===== src/rtl/mem_ctrl_pkg.sv =====
// Shared types for the byte-serial memory controller: FSM states, access width codes, byte-count helper.
package mem_ctrl_pkg;

    typedef enum logic [1:0] {
        MC_IDLE = 2'd0,
        MC_RD   = 2'd1,
        MC_WR   = 2'd2,
        MC_DONE = 2'd3
    } mc_state_t;

    localparam logic [1:0] MEM_BYTE = 2'b00;
    localparam logic [1:0] MEM_HALF = 2'b01;
    localparam logic [1:0] MEM_WORD = 2'b10;

    // Width code 2'b11 is handled as a word access.
    function automatic logic [2:0] mem_bytes(input logic [1:0] width);
        case (width)
            MEM_BYTE: return 3'd1;
            MEM_HALF: return 3'd2;
            default:  return 3'd4;
        endcase
    endfunction

endpackage


===== src/rtl/mem_load_ext.sv =====
// Load-result extension: picks byte/half/word from a little-endian 32-bit raw value and zero- or
// sign-extends it. Purely combinational.
module mem_load_ext
    import mem_ctrl_pkg::*;
(
    input  logic [1:0]  width,
    input  logic        uns,
    input  logic [31:0] raw,
    output logic [31:0] ext
);

    always_comb begin
        ext = raw;
        case (width)
            MEM_BYTE: ext = {{24{~uns & raw[7]}},  raw[7:0]};
            MEM_HALF: ext = {{16{~uns & raw[15]}}, raw[15:0]};
            default:  ext = raw;
        endcase
    end

endmodule


===== src/rtl/mem_ctrl.sv =====
// Arbitrates one byte-wide sync RAM port between fetch pass-through and MEM-stage 1/2/4-byte accesses.
// Optional perf counters (fetch pass-through cycles, RD+WR cycles) are built when MEMCTRL_PERF_CNT_EN is defined.
module mem_ctrl
    import mem_ctrl_pkg::*;
#(
    parameter int ADDR_W = 32,
    parameter int DATA_W = 8
) (
    input  logic              clk,
    input  logic              rst,
    input  logic              if_req_i,
    input  logic [ADDR_W-1:0] if_addr_i,
    output logic [DATA_W-1:0] if_data_o,
    input  logic              mem_req_i,
    input  logic              mem_we_i,
    input  logic [ADDR_W-1:0] mem_addr_i,
    input  logic [1:0]        mem_width_i,
    input  logic              mem_unsigned_i,
    input  logic [31:0]       mem_wdata_i,
    output logic [31:0]       mem_rdata_o,
    output logic              mem_done_o,
    output logic              mem_stall_req_o,
    output logic [ADDR_W-1:0] ram_addr_o,
    output logic              ram_wr_o,
    output logic [DATA_W-1:0] ram_dout_o,
`ifdef MEMCTRL_PERF_CNT_EN
    output logic [31:0]       perf_if_cyc_o,
    output logic [31:0]       perf_mem_cyc_o,
`endif
    input  logic [DATA_W-1:0] ram_din_i
);

    mc_state_t         state, state_nxt;
    logic [ADDR_W-1:0] addr_q;
    logic [1:0]        width_q;
    logic              uns_q;
    logic [31:0]       wdata_q;
    logic [2:0]        cnt_q;
    logic [31:0]       raw_q, raw_nxt, ext_dat;
    logic [31:0]       rdata_q;
    logic [2:0]        nbytes;
    logic [1:0]        cap_lane;
    logic [ADDR_W-1:0] byte_addr;

    assign nbytes    = mem_bytes(width_q);
    assign cap_lane  = cnt_q[1:0] - 2'd1;
    assign byte_addr = addr_q + ADDR_W'(cnt_q);

    assign if_data_o   = ram_din_i;
    assign mem_rdata_o = rdata_q;

    always_ff @(posedge clk) begin
        if (rst) state <= MC_IDLE;
        else     state <= state_nxt;
    end

    always_comb begin
        state_nxt       = state;
        ram_addr_o      = if_addr_i;
        ram_wr_o        = 1'b0;
        ram_dout_o      = '0;
        mem_stall_req_o = 1'b0;
        mem_done_o      = 1'b0;
        case (state)
            MC_IDLE: begin
                if (mem_req_i) begin
                    mem_stall_req_o = 1'b1;
                    state_nxt       = mem_we_i ? MC_WR : MC_RD;
                end
            end
            MC_RD: begin
                // One extra cycle after the last issue collects the final byte.
                mem_stall_req_o = 1'b1;
                ram_addr_o      = byte_addr;
                if (cnt_q == nbytes) state_nxt = MC_DONE;
            end
            MC_WR: begin
                mem_stall_req_o = 1'b1;
                ram_addr_o      = byte_addr;
                ram_wr_o        = 1'b1;
                ram_dout_o      = wdata_q[{cnt_q[1:0], 3'b000} +: 8];
                if (cnt_q == nbytes - 3'd1) state_nxt = MC_DONE;
            end
            MC_DONE: begin
                mem_done_o = 1'b1;
                state_nxt  = MC_IDLE;
            end
            default: state_nxt = MC_IDLE;
        endcase
    end

    // RAM data lags the address by one cycle, so lane k fills while count is k+1.
    always_comb begin
        raw_nxt = raw_q;
        if (state == MC_RD && cnt_q != 3'd0)
            raw_nxt[{cap_lane, 3'b000} +: 8] = ram_din_i;
    end

    mem_load_ext u_load_ext (
        .width (width_q),
        .uns   (uns_q),
        .raw   (raw_nxt),
        .ext   (ext_dat)
    );

    always_ff @(posedge clk) begin
        if (rst) begin
            addr_q  <= '0;
            width_q <= MEM_BYTE;
            uns_q   <= 1'b0;
            wdata_q <= '0;
            cnt_q   <= '0;
            raw_q   <= '0;
            rdata_q <= '0;
        end else begin
            case (state)
                MC_IDLE: begin
                    if (mem_req_i) begin
                        addr_q  <= mem_addr_i;
                        width_q <= mem_width_i;
                        uns_q   <= mem_unsigned_i;
                        wdata_q <= mem_wdata_i;
                        cnt_q   <= '0;
                        raw_q   <= '0;
                    end
                end
                MC_RD: begin
                    raw_q <= raw_nxt;
                    cnt_q <= cnt_q + 3'd1;
                    if (cnt_q == nbytes) rdata_q <= ext_dat;
                end
                MC_WR: cnt_q <= cnt_q + 3'd1;
                default: ;
            endcase
        end
    end

`ifdef MEMCTRL_PERF_CNT_EN
    logic passthru;
    assign passthru = (state == MC_IDLE && !mem_req_i) || state == MC_DONE;

    always_ff @(posedge clk) begin
        if (rst) begin
            perf_if_cyc_o  <= '0;
            perf_mem_cyc_o <= '0;
        end else begin
            if (if_req_i && passthru)                 perf_if_cyc_o  <= perf_if_cyc_o + 32'd1;
            if (state == MC_RD || state == MC_WR)     perf_mem_cyc_o <= perf_mem_cyc_o + 32'd1;
        end
    end
`else
    // Fetch ownership is advisory; without the counters nothing consumes it.
    logic unused_if_req;
    assign unused_if_req = if_req_i;
`endif

endmodule


===== config.mk =====
export PLATFORM = sky130hd
export DESIGN_NAME = mem_ctrl
export DESIGN_NICKNAME = d
export VERILOG_FILES = /design/src/rtl/mem_ctrl_pkg.sv /design/src/rtl/mem_load_ext.sv /design/src/rtl/mem_ctrl.sv
export SDC_FILE = /design/constraint.sdc
export NUM_CORES = 1
export LEC_CHECK = 0
export BUFFER_PORTS_ARGS = -buffer_cell sky130_fd_sc_hd__buf_2
export CORE_MARGIN = 10
export CORE_UTILIZATION = 50
export CTS_BUF_LIST = sky130_fd_sc_hd__clkbuf_8 sky130_fd_sc_hd__clkbuf_16
export CTS_CLUSTER_SIZE = 8
export DETAILED_ROUTE_END_ITERATION = 10
export GPL_TIMING_DRIVEN = 0
export PLACE_DENSITY = 0.86
export SETUP_SLACK_MARGIN = 0.02
export SLEW_MARGIN = 15
export SYNTH_ARGS = -nofsm -noshare
export SYNTH_HDL_FRONTEND = slang
export SYNTH_SLANG_ARGS = --single-unit
export TNS_END_PERCENT = 1

===== constraint.sdc =====
create_clock -name clk -period 6.7 [get_ports clk]
set_input_delay 0.335 -clock clk [delete_from_list [all_inputs] [get_ports clk]]
set_output_delay 0.335 -clock clk [all_outputs]
set_load 0.02 [all_outputs]

==> flow_summary.ini, run 1 <==
[cts]
cts.path.max_buffers = 2
numCtsBuffers = 17
cts_resized = 0
path_clk_slew_ns = 0.06
clk_latency_ns = 0.43
cts.sinks = 136
cts_setup_buffers = 0
ctsHoldBuffers = 0
cts_max_level = 4
cts_tree = built
cts_root_buffer = clkbuf_16

[pwr]
leakagePower_nw = 3.63
power.density_nw_per_um2 = 370
power_w = 0.00341
vdd_drop_max_mv = 0.250

[finish]
fillCellCount = 1298
stdcell_count = 1368
finish.utilization = 0.634
syn2layout_area_growth_pct = 24.0
layout-drive-gt1-share = 0.237
multi_input_area_sq_um = 4220
nets = 1293
seqCellArea_sq_um = 2720

[setup_path]
start_kind = flip-flop
crit_path_end_kind = output port
slowest_stage = dfxtp_1
crit_type = reg2out
critPathRequiredTime_ns = 6.36
crit_path_max_incr_delay_ns = 0.59
crit_chain = clkbuf_1 > inv_1 > fa_1 > and2b_1 > o2111ai_4 > buf_6 > or4_1 > a31oi_1 > buf_2
critPathArrivalTime_ns = 3.93
critPathMaxFanout = 12

[floorplan]
coreArea_sq_um = 14500
top_level_ports = 195
die-area_sq_um = 20100
fp-row-count = 44
initial_core_util = 0.511
die_y_microns = 142
die_w_microns = 142

[route]
wire_per_inst_microns = 18.2
first_iter_violations = 654
routed_via_density = 5.95
vias = 8139
drt-total-wl_microns = 24900
drt_pass1_iterations = 5
antenna_left = 0
drc = 0

[global_routing]
grt_pass1_vias = 7860
overflow = 0
antenna_found_initial = 3
grt_max_degree = 17
track_usage = 0.239
grt_pass1_wl_microns = 39700

[synth]
syn_avg_cell_area_sq_um = 7.77
synth_cells = 956
ys.flop_type = dfxtp_1
ys_warn_count = 0
syn_nets = 1081
synth_area_sq_um = 7430
async_flop_share = 0
synth_seq_cells = 136
synth-edff-count = 0
seq_area_frac_synth = 0.366
ys_types = 59

[worst_hold_path]
hold_class = in2reg

[flow_run]
maxCapViolations = 0

[sta]
slew_headroom = 0.250
worst_pin_slew_ns = 1.12
fmax_mhz = 235
rsz0062_at_grt = no
min_period_over_period = 0.636
clock_skew_ns = 0.0135
finalHoldViolCount = 0
slew_viol_final = 0
fin_setup_tns_ns = 0
whs_ns = 0.145
setup-violations-final = 0
period_minus_slack_ns = 4.26

[outcome]
outcome = completed

[placed_design]
numPlacedInstances = 1333
gp_congestion = 0.981
place_hpwl_microns = 18700
portBuffers = 193
[cell usage after synthesis (all sizes together) (10+ instances only)]
cell / number / area (sq um)
a21oi: 109 / 546
nor3: 34 / 170
a41oi: 16 / 140
nor4: 19 / 138
nor2b: 10 / 62.6
dfxtp: 136 / 2720
buf: 41 / 241
nand2b: 13 / 81.3
a31oi: 16 / 100
o21a: 24 / 180
nand3: 28 / 140
clkbuf: 52 / 195
or4: 19 / 143
nor2: 48 / 180
inv: 12 / 45.0
o21ai: 55 / 275
nand2: 169 / 634
o31ai: 30 / 225
and2: 18 / 113
ha: 12 / 150
[layer usage]
layer  vias up  routed length [microns]  global-route usage
li1       3898                        -                   -
met1      3760                    10200               0.295
met2       412                    11700               0.384
met3        69                     2250              0.0754
met4         0                      755              0.0877
met5         -                        0                   0
[power by group]
| part | total (W) | internal, W | leakage [nW] | switching (W) |
|---|---|---|---|---|
| logic | 0.00149 | 0.000468 | 2.25 | 0.00102 |
| clock network | 0.000919 | 0.000562 | 0.278 | 0.000356 |
| registers | 0.00100 | 0.000911 | 1.11 | 0.0000902 |
| total | 0.00341 | 0.00194 | 3.63 | 0.00147 |
[critical path, delay by kind of cell (launching register included)]
kind,cells,cell delay [ns]
adder cells (fa/ha/maj),1,0.48
flip-flops,1,0.59
AO/OA/AOI/OAI,2,0.40
AND/OR/NAND/NOR,2,0.86
buffers and inverters,4,1.18
[layout by cell type (no fill, tap or decap), drive strengths merged, types with 8 or more instances in the layout]
master,netlist,final
mux4,8,8
a211oi,9,9
nor2,48,48
a311oi,8,8
or4,19,19
and2,18,18
o31ai,30,30
nand3,28,28
nor4,19,19
xor2,8,8
a41oi,16,16
nand2b,13,13
nor2b,10,10
nand2,169,169
ha,12,12
a31oi,16,16
a21oi,109,109
o21a,24,24
o21ai,55,55
a22oi,8,8
nor3,34,34
inv,12,13
buf,41,234
clkbuf,52,71
dfxtp,136,136
[cells by family (layout without fill, tap and decap cells)]
logic type,count (synthesis),in the layout,synth area share
flops,136,136,0.366
xor+xnor,12,12,0.0141
compound gates,293,293,0.249
fa+ha+maj,13,13,0.0229
simple gates,382,382,0.250
mux,14,14,0.0330
other cells,0,3,0
buf+inv,106,331,0.0653
[final timing paths]
path	from	to	slack, ns	depth (start not counted)
worst max-delay path	cnt_q[1]	ram_addr_o[26]	2.44	9
worst min-delay path	mem_wdata_i[31]	wdata_q[31]	0.15	3
worst max register to register	cnt_q[1]	mem_rdata_o[24]	3.33	9
worst min register to register	raw_q[3]	raw_q[3]	0.46	2
[state kept, by name, summed over array words and instances, names as in the netlist]
register / flops
addr_q: 32
mem_rdata_o: 32
raw_q: 32
wdata_q: 32
cnt_q: 3
state: 2
width_q: 2
uns_q: 1
[area by class of cell]
| class | count | share of cell area |
|---|---|---|
| tap | 184 | 0.0250 |
| clock buffer | 19 | 0.0491 |
| inverter | 13 | 0.00529 |
| clock inverter | 13 | 0.0141 |
| timing repair buffer | 193 | 0.105 |
| sequential | 136 | 0.295 |
| antenna | 3 | 0.000815 |
| buffer | 93 | 0.0474 |
| multi-input combinational | 714 | 0.458 |
[per-stage QoR]
stage	instance area [sq um]	setup WS, ns
2_1_floorplan	7430	3.50
3_5_place_dp	8630	2.94
5_1_grt	9210	2.27
6_report	9220	2.44
4_1_cts	9210	2.46
3_3_place_gp	8630	2.99
No activity file was read; power rests on OpenSTA's default activity.
==> inputs of run 2 (changes only) <==
- clock period: 6.7 -> 4 ns (I/O delays scaled with it)
==> flow_summary.ini, run 2 (same netlist as run 1, synthesis figures left out) <==
[route]
drc = 0
wire_per_inst_microns = 18.3
routed_via_density = 5.94
first_iter_violations = 655
drt_pass1_iterations = 5
antenna_left = 0
vias = 8126
drt-total-wl_microns = 25000

[global_routing]
grt_pass1_wl_microns = 39700
grt_max_degree = 17
overflow = 0
grt_pass1_vias = 7860
track_usage = 0.239
antenna_found_initial = 3

[placed_design]
gp_congestion = 0.981
portBuffers = 193
post-place-ws_ns = 0.378
placed_area_sq_um = 8630
place_hpwl_microns = 18700

[outcome]
outcome = completed

[floorplan]
top_level_ports = 195
die-area_sq_um = 20100
die_w_microns = 142
initial_core_util = 0.511
fp-row-count = 44
coreArea_sq_um = 14500
die_y_microns = 142

[setup_path]
start_kind = flip-flop
crit_type = reg2out
crit_path_end_kind = output port
critPathArrivalTime_ns = 3.50
critPathRequiredTime_ns = 3.80
critPathMaxFanout = 12

[sta]
worst_slack_ns = 0.299
fmax_mhz = 270
rsz0062_at_grt = no
clock_skew_ns = 0.00532
worst_pin_slew_ns = 1.11
period_minus_slack_ns = 3.70
finalHoldViolCount = 0
slew_viol_final = 0
setup-violations-final = 0
slew_headroom = 0.252
min_period_over_period = 0.925
fin_setup_tns_ns = 0

[cts]
cts_root_buffer = clkbuf_16
cts_tree = built
cts_max_level = 4
cts.sinks = 136
cts.path.max_buffers = 2
path_clk_slew_ns = 0.06
clk_latency_ns = 0.43
numCtsBuffers = 17

[pwr]
power.density_nw_per_um2 = 620
vdd_drop_max_mv = 0.420
leakagePower_nw = 3.64

[finish]
nets = 1293
fillCellCount = 1297
finish.utilization = 0.634
final_common_cell = buf_2
seqCellArea_sq_um = 2720
layout-drive-gt1-share = 0.239
syn2layout_area_growth_pct = 24.1
design_area_sq_um = 9220
final_cell_mix = buf_2 (215), nand2_1 (169), dfxtp_1 (135), a21oi_1 (109), o21ai_0 (53)
multi_input_area_sq_um = 4220

[worst_hold_path]
hold_class = in2reg

[flow_run]
maxCapViolations = 0
==> run 2: area by class of cell <==
cell class | instances | share of cell area
multi-input combinational | 714 | 0.458
sequential | 136 | 0.295
timing repair buffer | 193 | 0.105
clock buffer | 19 | 0.0491
buffer | 93 | 0.0475
tap | 184 | 0.0250
clock inverter | 13 | 0.0141
inverter | 13 | 0.00529
antenna | 3 | 0.000814
==> run 2: worst max-delay path, stage by stage, from the launching register on <==
cell	delay [ns]
dfxtp_2	0.46
clkbuf_2	0.34
inv_1	0.16
fa_1	0.46
and2b_1	0.41
o2111ai_4	0.19
buf_6	0.19
or4_1	0.45
a31oi_1	0.21
buf_2	0.20
==> run 2: metrics by stage <==
step	hold slack (ns)	power, W	cells
4_1_cts	0.00417	0.00569	1365
6_report	0.00728	0.00572	1368
5_1_grt	0.0169	0.00600	1367
3_3_place_gp	0.439	0.00411	1333
2_1_floorplan	0.336	0.00333	956
3_5_place_dp	0.446	0.00415	1333
==> run 2: what timing repair did <==
item	CTS	global route
gates resized for setup	1	1
setup buffers	0	0
hold buffers	0	0
cloned	0	0
endpoints found under the setup margin	3	3
==> run 2: worst paths after layout <==
kind	startpoint	endpoint	slack (ns)	cells after the start
max reg2reg	cnt_q[1]	mem_rdata_o[26]	1.06	9
min	mem_addr_i[29]	addr_q[29]	0.007	3
max	cnt_q[1]	ram_addr_o[26]	0.30	9
min reg2reg	raw_q[1]	raw_q[1]	0.46	2
==> run 2: power breakdown <==
part           internal [W]  switching, W  leakage, nW
clock              0.000942      0.000600        0.278
combinational      0.000784       0.00171         2.25
sequential          0.00153      0.000151         1.11
total               0.00325       0.00246         3.64
==> run 2: per-layer routing <==
metal  track usage  vias to the layer above  wire (microns)
li1              -                     3894               -
met1         0.295                     3765           10300
met2         0.384                      398           11700
met3        0.0754                       69            2230
met4        0.0877                        0             775
met5             0                        -               0
